<file path="src/rtl/compositor_pixel_engine.sv">
// Per-pixel compositor: reads draw (and frame when needed), merges by colour key or alpha, writes display, steps the generator.
// First mem_req one cycle after an accepted start; every transfer stalls on mem_ack and req drops a cycle between transfers.
module compositor_pixel_engine #(
    parameter int ADDR_W = 32,
    parameter int PIX_W  = 32
) (
    input  logic              clk,
    input  logic              rst,
    input  logic              start,
    input  logic              mode,
    input  logic [23:0]       key_color,
    output logic              busy,
    output logic              frame_done,
    output logic [15:0]       frame_count,
    output logic              gen_next,
    input  logic              gen_done,
    input  logic [ADDR_W-1:0] draw_addr,
    input  logic [ADDR_W-1:0] frame_addr,
    input  logic [ADDR_W-1:0] disp_addr,
    output logic              mem_req,
    output logic              mem_we,
    output logic [ADDR_W-1:0] mem_addr,
    output logic [PIX_W-1:0]  mem_wdata,
    input  logic [PIX_W-1:0]  mem_rdata,
    input  logic              mem_ack
);

    typedef enum logic [2:0] {
        IDLE     = 3'd0,
        RD_DRAW  = 3'd1,
        RD_FRAME = 3'd2,
        WRITE    = 3'd3,
        ADVANCE  = 3'd4,
        CHECK    = 3'd5
    } state_t;

    state_t             state;
    state_t             state_nxt;
    logic               mode_lat;
    logic [23:0]        key_lat;
    logic [PIX_W-1:0]   draw_pix;
    logic [PIX_W-1:0]   out_pix;
    logic [PIX_W-1:0]   blend_pix;
    logic [PIX_W-1:0]   frame_pix;
    logic [8:0]         alpha;
    logic               xfer_done;
    logic               need_frame;

    // Weights sum to 256, so the 17-bit sum never exceeds 16 bits and >>8 fits a byte.
    function automatic logic [7:0] blend_ch(input logic [7:0] d, input logic [7:0] f, input logic [8:0] a);
        logic [16:0] s;
        s = 17'(d) * 17'(a) + 17'(f) * (17'd256 - 17'(a));
        return 8'(s >> 8);
    endfunction

    assign xfer_done  = mem_req & mem_ack;
    assign need_frame = mode_lat ? (mem_rdata[31:24] != 8'hFF) : (mem_rdata[23:0] == key_lat);
    assign alpha      = {1'b0, draw_pix[31:24]} + {8'd0, draw_pix[31]};
    assign blend_pix  = {8'hFF,
                         blend_ch(draw_pix[23:16], mem_rdata[23:16], alpha),
                         blend_ch(draw_pix[15:8],  mem_rdata[15:8],  alpha),
                         blend_ch(draw_pix[7:0],   mem_rdata[7:0],   alpha)};
    assign frame_pix  = mode_lat ? blend_pix : mem_rdata;

    always_ff @(posedge clk or negedge rst) begin
        if (!rst) begin
            state <= IDLE;
        end else begin
            state <= state_nxt;
        end
    end

    always_comb begin
        state_nxt = state;
        case (state)
            IDLE:     if (start)     state_nxt = RD_DRAW;
            RD_DRAW:  if (xfer_done) state_nxt = need_frame ? RD_FRAME : WRITE;
            RD_FRAME: if (xfer_done) state_nxt = WRITE;
            WRITE:    if (xfer_done) state_nxt = ADVANCE;
            ADVANCE:                 state_nxt = CHECK;
            CHECK:                   state_nxt = gen_done ? IDLE : RD_DRAW;
            default:                 state_nxt = IDLE;
        endcase
    end

    always_comb begin
        busy       = (state != IDLE);
        gen_next   = (state == ADVANCE);
        frame_done = (state == CHECK) && gen_done;
    end

    // The draw read is launched on the edge that enters RD_DRAW so a pixel needs no idle gap before it.
    always_ff @(posedge clk or negedge rst) begin
        if (!rst) begin
            mem_req     <= 1'b0;
            mem_we      <= 1'b0;
            mem_addr    <= '0;
            mem_wdata   <= '0;
            mode_lat    <= 1'b0;
            key_lat     <= '0;
            draw_pix    <= '0;
            out_pix     <= '0;
            frame_count <= '0;
        end else begin
            case (state)
                IDLE: begin
                    if (start) begin
                        mode_lat <= mode;
                        key_lat  <= key_color;
                        mem_req  <= 1'b1;
                        mem_we   <= 1'b0;
                        mem_addr <= draw_addr;
                    end
                end
                RD_DRAW: begin
                    if (xfer_done) begin
                        mem_req  <= 1'b0;
                        draw_pix <= mem_rdata;
                        out_pix  <= mem_rdata;
                    end
                end
                RD_FRAME: begin
                    if (xfer_done) begin
                        mem_req <= 1'b0;
                        out_pix <= frame_pix;
                    end else if (!mem_req) begin
                        mem_req  <= 1'b1;
                        mem_we   <= 1'b0;
                        mem_addr <= frame_addr;
                    end
                end
                WRITE: begin
                    if (xfer_done) begin
                        mem_req <= 1'b0;
                        mem_we  <= 1'b0;
                    end else if (!mem_req) begin
                        mem_req   <= 1'b1;
                        mem_we    <= 1'b1;
                        mem_addr  <= disp_addr;
                        mem_wdata <= out_pix;
                    end
                end
                CHECK: begin
                    if (gen_done) begin
                        frame_count <= frame_count + 16'd1;
                    end else begin
                        mem_req  <= 1'b1;
                        mem_we   <= 1'b0;
                        mem_addr <= draw_addr;
                    end
                end
                default: ;
            endcase
        end
    end

endmodule

</file>
<file path="config.mk">
export PLATFORM = sky130hd
export DESIGN_NAME = compositor_pixel_engine
export DESIGN_NICKNAME = d
export VERILOG_FILES = /design/src/rtl/compositor_pixel_engine.sv
export SDC_FILE = /design/constraint.sdc
export NUM_CORES = 1
export LEC_CHECK = 0
export CORE_UTILIZATION = 60
export CTS_BUF_LIST = sky130_fd_sc_hd__clkbuf_4
export DETAILED_ROUTE_END_ITERATION = 6
export PLACE_DENSITY = 0.84
export SYNTH_ARGS = -nofsm -noshare
export SYNTH_HDL_FRONTEND = slang
export SYNTH_SLANG_ARGS = --single-unit
</file>
<file path="constraint.sdc">
create_clock -name clk -period 8.6 [get_ports clk]
set_input_delay 1.72 -clock clk [delete_from_list [all_inputs] [get_ports clk]]
set_output_delay 1.72 -clock clk [all_outputs]
set_load 0.05 [all_outputs]
</file>
# Word level (Yosys, flattened, before mapping)

Cells that the tools add are included.

Bits in registers: 174
Input port bits: 158
Output and inout bits: 85

Add/subtract/negate cells: 6
Multipliers: 6
Eq/ne operators: 17
Muxes and demuxes: 31
Bitwise logic cells: 3
Reductions and logical operators: 16

Operator list:

| kind                                                                | count |
|---|---|
| 32-bit two-way mux                                                  | 9 |
| 32-bit one-hot mux with 4 select lines                              | 1 |
| 32-bit one-hot mux with 2 select lines                              | 1 |
| 16-bit adder                                                        | 3 |
| 8-bit by 9-bit multiplier with 16-bit output                        | 3 |
| 8-bit by 17-bit multiplier with 16-bit output                       | 2 |
| 24-bit == test                                                      | 1 |
| 2-bit != test (second input constant)                               | 9 |
| 3-bit one-hot mux with 6 select lines                               | 1 |
| 16-bit by 1-bit adder with 16-bit output (second input constant)    | 1 |
| 9-bit by 10-bit multiplier with 16-bit output                       | 1 |
| 1-bit two-way mux                                                   | 13 |
| 3-bit two-way mux                                                   | 4 |
| 9-bit by 9-bit subtractor with 10-bit output (first input constant) | 1 |
| 8-bit by 1-bit adder with 9-bit output                              | 1 |
| 8-bit != test (second input constant)                               | 1 |
| 1-bit one-hot mux with 4 select lines                               | 2 |
| 4-bit AND reduction                                                 | 2 |
| 4-bit nonzero test                                                  | 2 |
| 7-bit AND reduction                                                 | 1 |
| 3-bit by 2-bit == test with 1-bit output (second input constant)    | 2 |
| 3-bit == test (second input constant)                               | 2 |
| 2-bit AND reduction                                                 | 3 |
| 3-bit AND reduction                                                 | 2 |
| 10 further kinds                                                    | 11 |

# Longest topological paths before layout

Depth after elaboration: 7
Mapped depth: 32

# Least setup slack after synthesis

OpenSTA, ideal clock, no wires.

Path type: register to register
Start: register draw_pix[31]
End: register out_pix[6]
Library setup time: 0.083 ns
Arrival time: 7.325 ns
Required time: 8.517 ns
Setup slack: 1.191 ns
Stages on the path, launching flop included: 32
Clock period less this slack: 7.409 ns
Path through: dfrtp_1 > ha_1 > ha_1 > nand3_2 > nor3_1 > or2_2 > clkbuf_1 > nor2_1 > nand2_1 > xor2_1 > clkbuf_1 > nand2_1 > fa_1 > inv_1 > fa_1 > inv_1 > fa_1 > inv_1 > fa_1 > fa_1 > inv_1 > fa_1 > inv_1 > ha_1 > o31a_1 > o21a_1 > a211oi_1 > o311a_1 > nor2b_1 > o21a_1 > or2_2 > o21ai_0

Word-level cells in the longest chain between the ends: 7
Elaborated cells on any way between the ends: 8

RTL lines:

| element                                       | RTL line | source |
|---|---|---|
| start: declaration                            | 41       | `logic [PIX_W-1:0] draw_pix;` |
| start signal: assignment                      | 118      | `draw_pix <= mem_rdata;` |
| 8-bit by 1-bit adder with 9-bit output (*)    | 58       | `assign alpha = {1'b0, draw_pix[31:24]} + {8'd0, draw_pix[31]};` |
| 9-bit by 9-bit subtractor with 10-bit output  | 52       | `s = 17'(d) * 17'(a) + 17'(f) * (17'd256 - 17'(a));` |
| 9-bit by 10-bit multiplier with 16-bit output | 52       |  |
| 16-bit adder (*)                              | 52       |  |
| 32-bit two-way mux (*)                        | 63       | `assign frame_pix = mode_lat ? blend_pix : mem_rdata;` |
| 32-bit two-way mux (*)                        | 123      | `if (xfer_done) begin` |
| 32-bit one-hot mux with 2 select lines (*)    | 105      | `case (state)` |
| end signal: assignment                        | 119      | `out_pix <= mem_rdata;` |
| end signal: assignment                        | 125      | `out_pix <= frame_pix;` |
| end: declaration                              | 42       | `logic [PIX_W-1:0] out_pix;` |

Every way passes the cells marked *; elsewhere a longest branch is shown, timed or not. The select of a mux whose other input is x is not followed.
A chain may end at the register's enable or synchronous reset.

# Worst setup path after layout

Ends and elaborated chain as after synthesis.

==> flow_summary_export.csv <==
group,metric,value,unit
clock_network,clk_pin_slew_worst_paths,160,ps
placement,gp_congestion,0.890,
floorplan,fp.dieH,197,µm
global_routing,first_global_vias,19500,
global_routing,grt_antenna_before_repair,1,
drt,wl_per_cell,19.7,µm
setup_path,cp.arrival,8670,ps
setup_path,crit_family,"adder cells",
synth,syn-cell-area,22800,µm²
global_routing,grt_pass1_wl,99900,µm
setup_path,cp_common_cell,"fa_1",
setup_path,endpoint_kind,"flip-flop",
global_routing,overflow,0,
setup_path,crit_required,9120,ps
clock_network,postCtsHoldBufs,0,
clock_network,htree_num_levels,4,
synth,synth_warnings,0,
placement,buffer_ports.inserted,242,
clock_network,cts_tree,"done",
final_layout,area_growth,13.9,%
placement,place_ws,459,ps
placement,hpwl,48200,µm
floorplan,die_x,197,µm
final_layout,nets,3271,
timing,fin_crit,8150,ps
timing,clock_skew,48.7,ps
setup_path,cp.depth,28,
setup_path,r2r_end,"out_pix[6]",
drt,drtPass1Iterations,6,
synth,synth_top_area_share,32.2,%
run_status,status,"finished, final reports clean",
setup_path,start_kind,"flip-flop",
floorplan,core,37000,µm²
global_routing,grt_util_all_layers,33.4,%
synth,synthTopCellsByCount,"457 x inv_1, 366 x fa_1, 314 x nand2_1",
setup_path,crit_slowest_cell,"xnor2_1",
synth,ys.flop_type,"dfrtp_1",
synth,syn_nets,3097,
setup_path,path_buf_inv,6,
setup_path,reg2regPathDepth,28,
timing,tightestPinTransition,1140,ps
synth,synth.most_common_cell,"inv_1",
drt,avgViaCountPerCell,5.63,
floorplan,ios,243,
timing,fin_tns_setup,0,ps
hold_path,hold_path.class,"flip-flop to flip-flop",
setup_path,crit-reg2reg-launch,"draw_pix[31]",
timing,clock.fmax,123,MHz
timing,rsz0062_at_grt,"no",
clock_network,cts_buffers,17,
timing,finalMaxSlewViolations,0,
synth,synth-edff-count,0,
synth,ys_seq_area_share,19.1,%
clock_network,postCtsSetupRepairBufs,0,
timing,post-route-period-util,94.8,%
clock_network,cts_root_buffer,"clkbuf_4",
synth,synthTopCellsByArea,"fa_1 32%, dfrtp_1 19%, ha_1 9.0%",
run,maxCapViolations,0,
synth,synth_top_area_cell,"fa_1",
setup_path,worstPathMaxFanout,26,
setup_path,critical_path_class,"flip-flop to flip-flop",
global_routing,grt_start_max_net_pins,106,
floorplan,start_util,61.6,%
final_layout,layout-drive-gt1-share,7.20,%
clock_network,cts_num_sinks,174,
floorplan,row_count,70,
drt,vias,17500,
synth,synth.distinct_cells,61,
setup_path,reg2reg_slack,450,ps
drt,drt_iter0_drc,1376,
synth,ys_seq_elements,174,
timing,setup_violations,0,
timing,fin_ws,449,ps
timing,hold_violations,0,
synth,synthCells,2410,
synth,syn_area_per_cell,9.45,µm²
setup_path,slowest_delay,640,ps
clock_network,cts_resized,0,
timing,max-slew-margin-rel,23.8,%
setup_path,setup.worst_path.start,"draw_pix[31]",
clock_network,clkLatencyLatePin,610,ps
clock_network,clock_tree.buffer_depth,2,
drt,finalWirelength,61000,µm
drt,drcViolationCount,0,
synth,synthArstFlopShare,100,%
final_layout,fillers,2757,
floorplan,die_area,38700,µm²
setup_path,cp-endpoint,"out_pix[6]",
drt,ant_nets,0,
==> routing by layer <==
layer	up-vias	GRT usage (%)	share of wire [%]
li1	7670	-	-
met1	8748	41.2	36
met4	0	15.6	5.0
met2	836	57.2	50
met3	204	5.92	8.8
met5	-	0	0
==> worst min-delay path by stage <==
| stage | cells past startpoint | slack [ps] | from | end |
|---|---|---|---|---|
| after floorplan | 2 | 430 | out_pix[24] | out_pix[24] |
| after global placement | 2 | 450 | out_pix[30] | out_pix[30] |
| after detailed placement | 2 | 450 | out_pix[29] | out_pix[29] |
| after CTS | 2 | 490 | out_pix[29] | out_pix[29] |
| after global routing | 2 | 510 | out_pix[29] | out_pix[29] |
| final | 2 | 490 | out_pix[29] | out_pix[29] |
==> worst reg2reg max path: cells and delay by family (launching register included) <==
kind | cells | cell delay (ps)
buffers and inverters | 6 | 700
AOI/OAI and AO/OA | 6 | 1490
adders and majority gates | 9 | 3680
xor gates and xnor gates | 2 | 860
and+or+nand+nor | 5 | 880
DFF | 1 | 460
==> logic make-up (layout without fill, tap and decap cells) <==
family	after synthesis	after routing	share of synthesized area (%)
multiplexers	124	124	5.95
buffers and inverters	589	776	9.75
AND/OR/NAND/NOR	699	699	15.0
adder cells (fa/ha/maj)	529	529	41.1
XOR/XNOR	109	109	4.38
other	0	1	0
AO/OA/AOI/OAI	186	186	4.67
flip-flops	174	174	19.1
==> state kept, by name, indices dropped and copies added (netlist names), 3 cells and up <==
| register | cells |
|---|---|
| frame_count | 16 |
| out_pix | 32 |
| mem_addr | 32 |
| state | 3 |
| key_lat | 24 |
| mem_wdata | 32 |
| draw_pix | 32 |
==> placed cells by master (no fill, tap or decap), types with 6 or more instances in the layout <==
cell / netlist / layout
a21oi_1: 71 / 71
a31oi_1: 9 / 9
and2_1: 215 / 215
and3_1: 14 / 14
buf_4: 0 / 45
clkbuf_4: 0 / 17
clkdlybuf4s50_1: 0 / 241
dfrtp_1: 174 / 173
fa_1: 366 / 366
ha_1: 163 / 163
inv_1: 457 / 457
mux2_2: 91 / 91
mux2i_1: 33 / 33
nand2_1: 314 / 313
nand3_1: 25 / 25
nand4_1: 16 / 16
nor2_1: 69 / 69
nor3_1: 13 / 11
o21a_1: 8 / 8
o21ai_0: 71 / 71
or3_1: 6 / 6
xnor2_1: 78 / 78
xor2_1: 27 / 25
==> area by class of cell <==
cell class | instances | area, µm² | area share, %
Sequential cell | 174 | 4360 | 16.8
Inverter | 457 | 1720 | 6.61
Clock inverter | 15 | 111 | 0.429
Clock buffer | 17 | 128 | 0.492
Timing Repair Buffer | 287 | 2760 | 10.6
Tap cell | 504 | 631 | 2.43
Multi-Input combinational cell | 1647 | 16200 | 62.6
Antenna cell | 1 | 2.50 | 0.00965
==> through the flow <==
step                hold WS, ps  utilization, %  std cells  area (µm²)
floorplan                   433               -       2410       22800
global placement            446            69.5       3069       25700
detailed placement          454            69.5       3069       25700
CTS                         486            70.2       3101       25900
global route                509            70.2       3102       25900
finish                      487            70.2       3102       25900
Power is left out: the tool's default activity adds up to more than one toggle a clock period on the data nets, which glitch-free logic cannot reach.
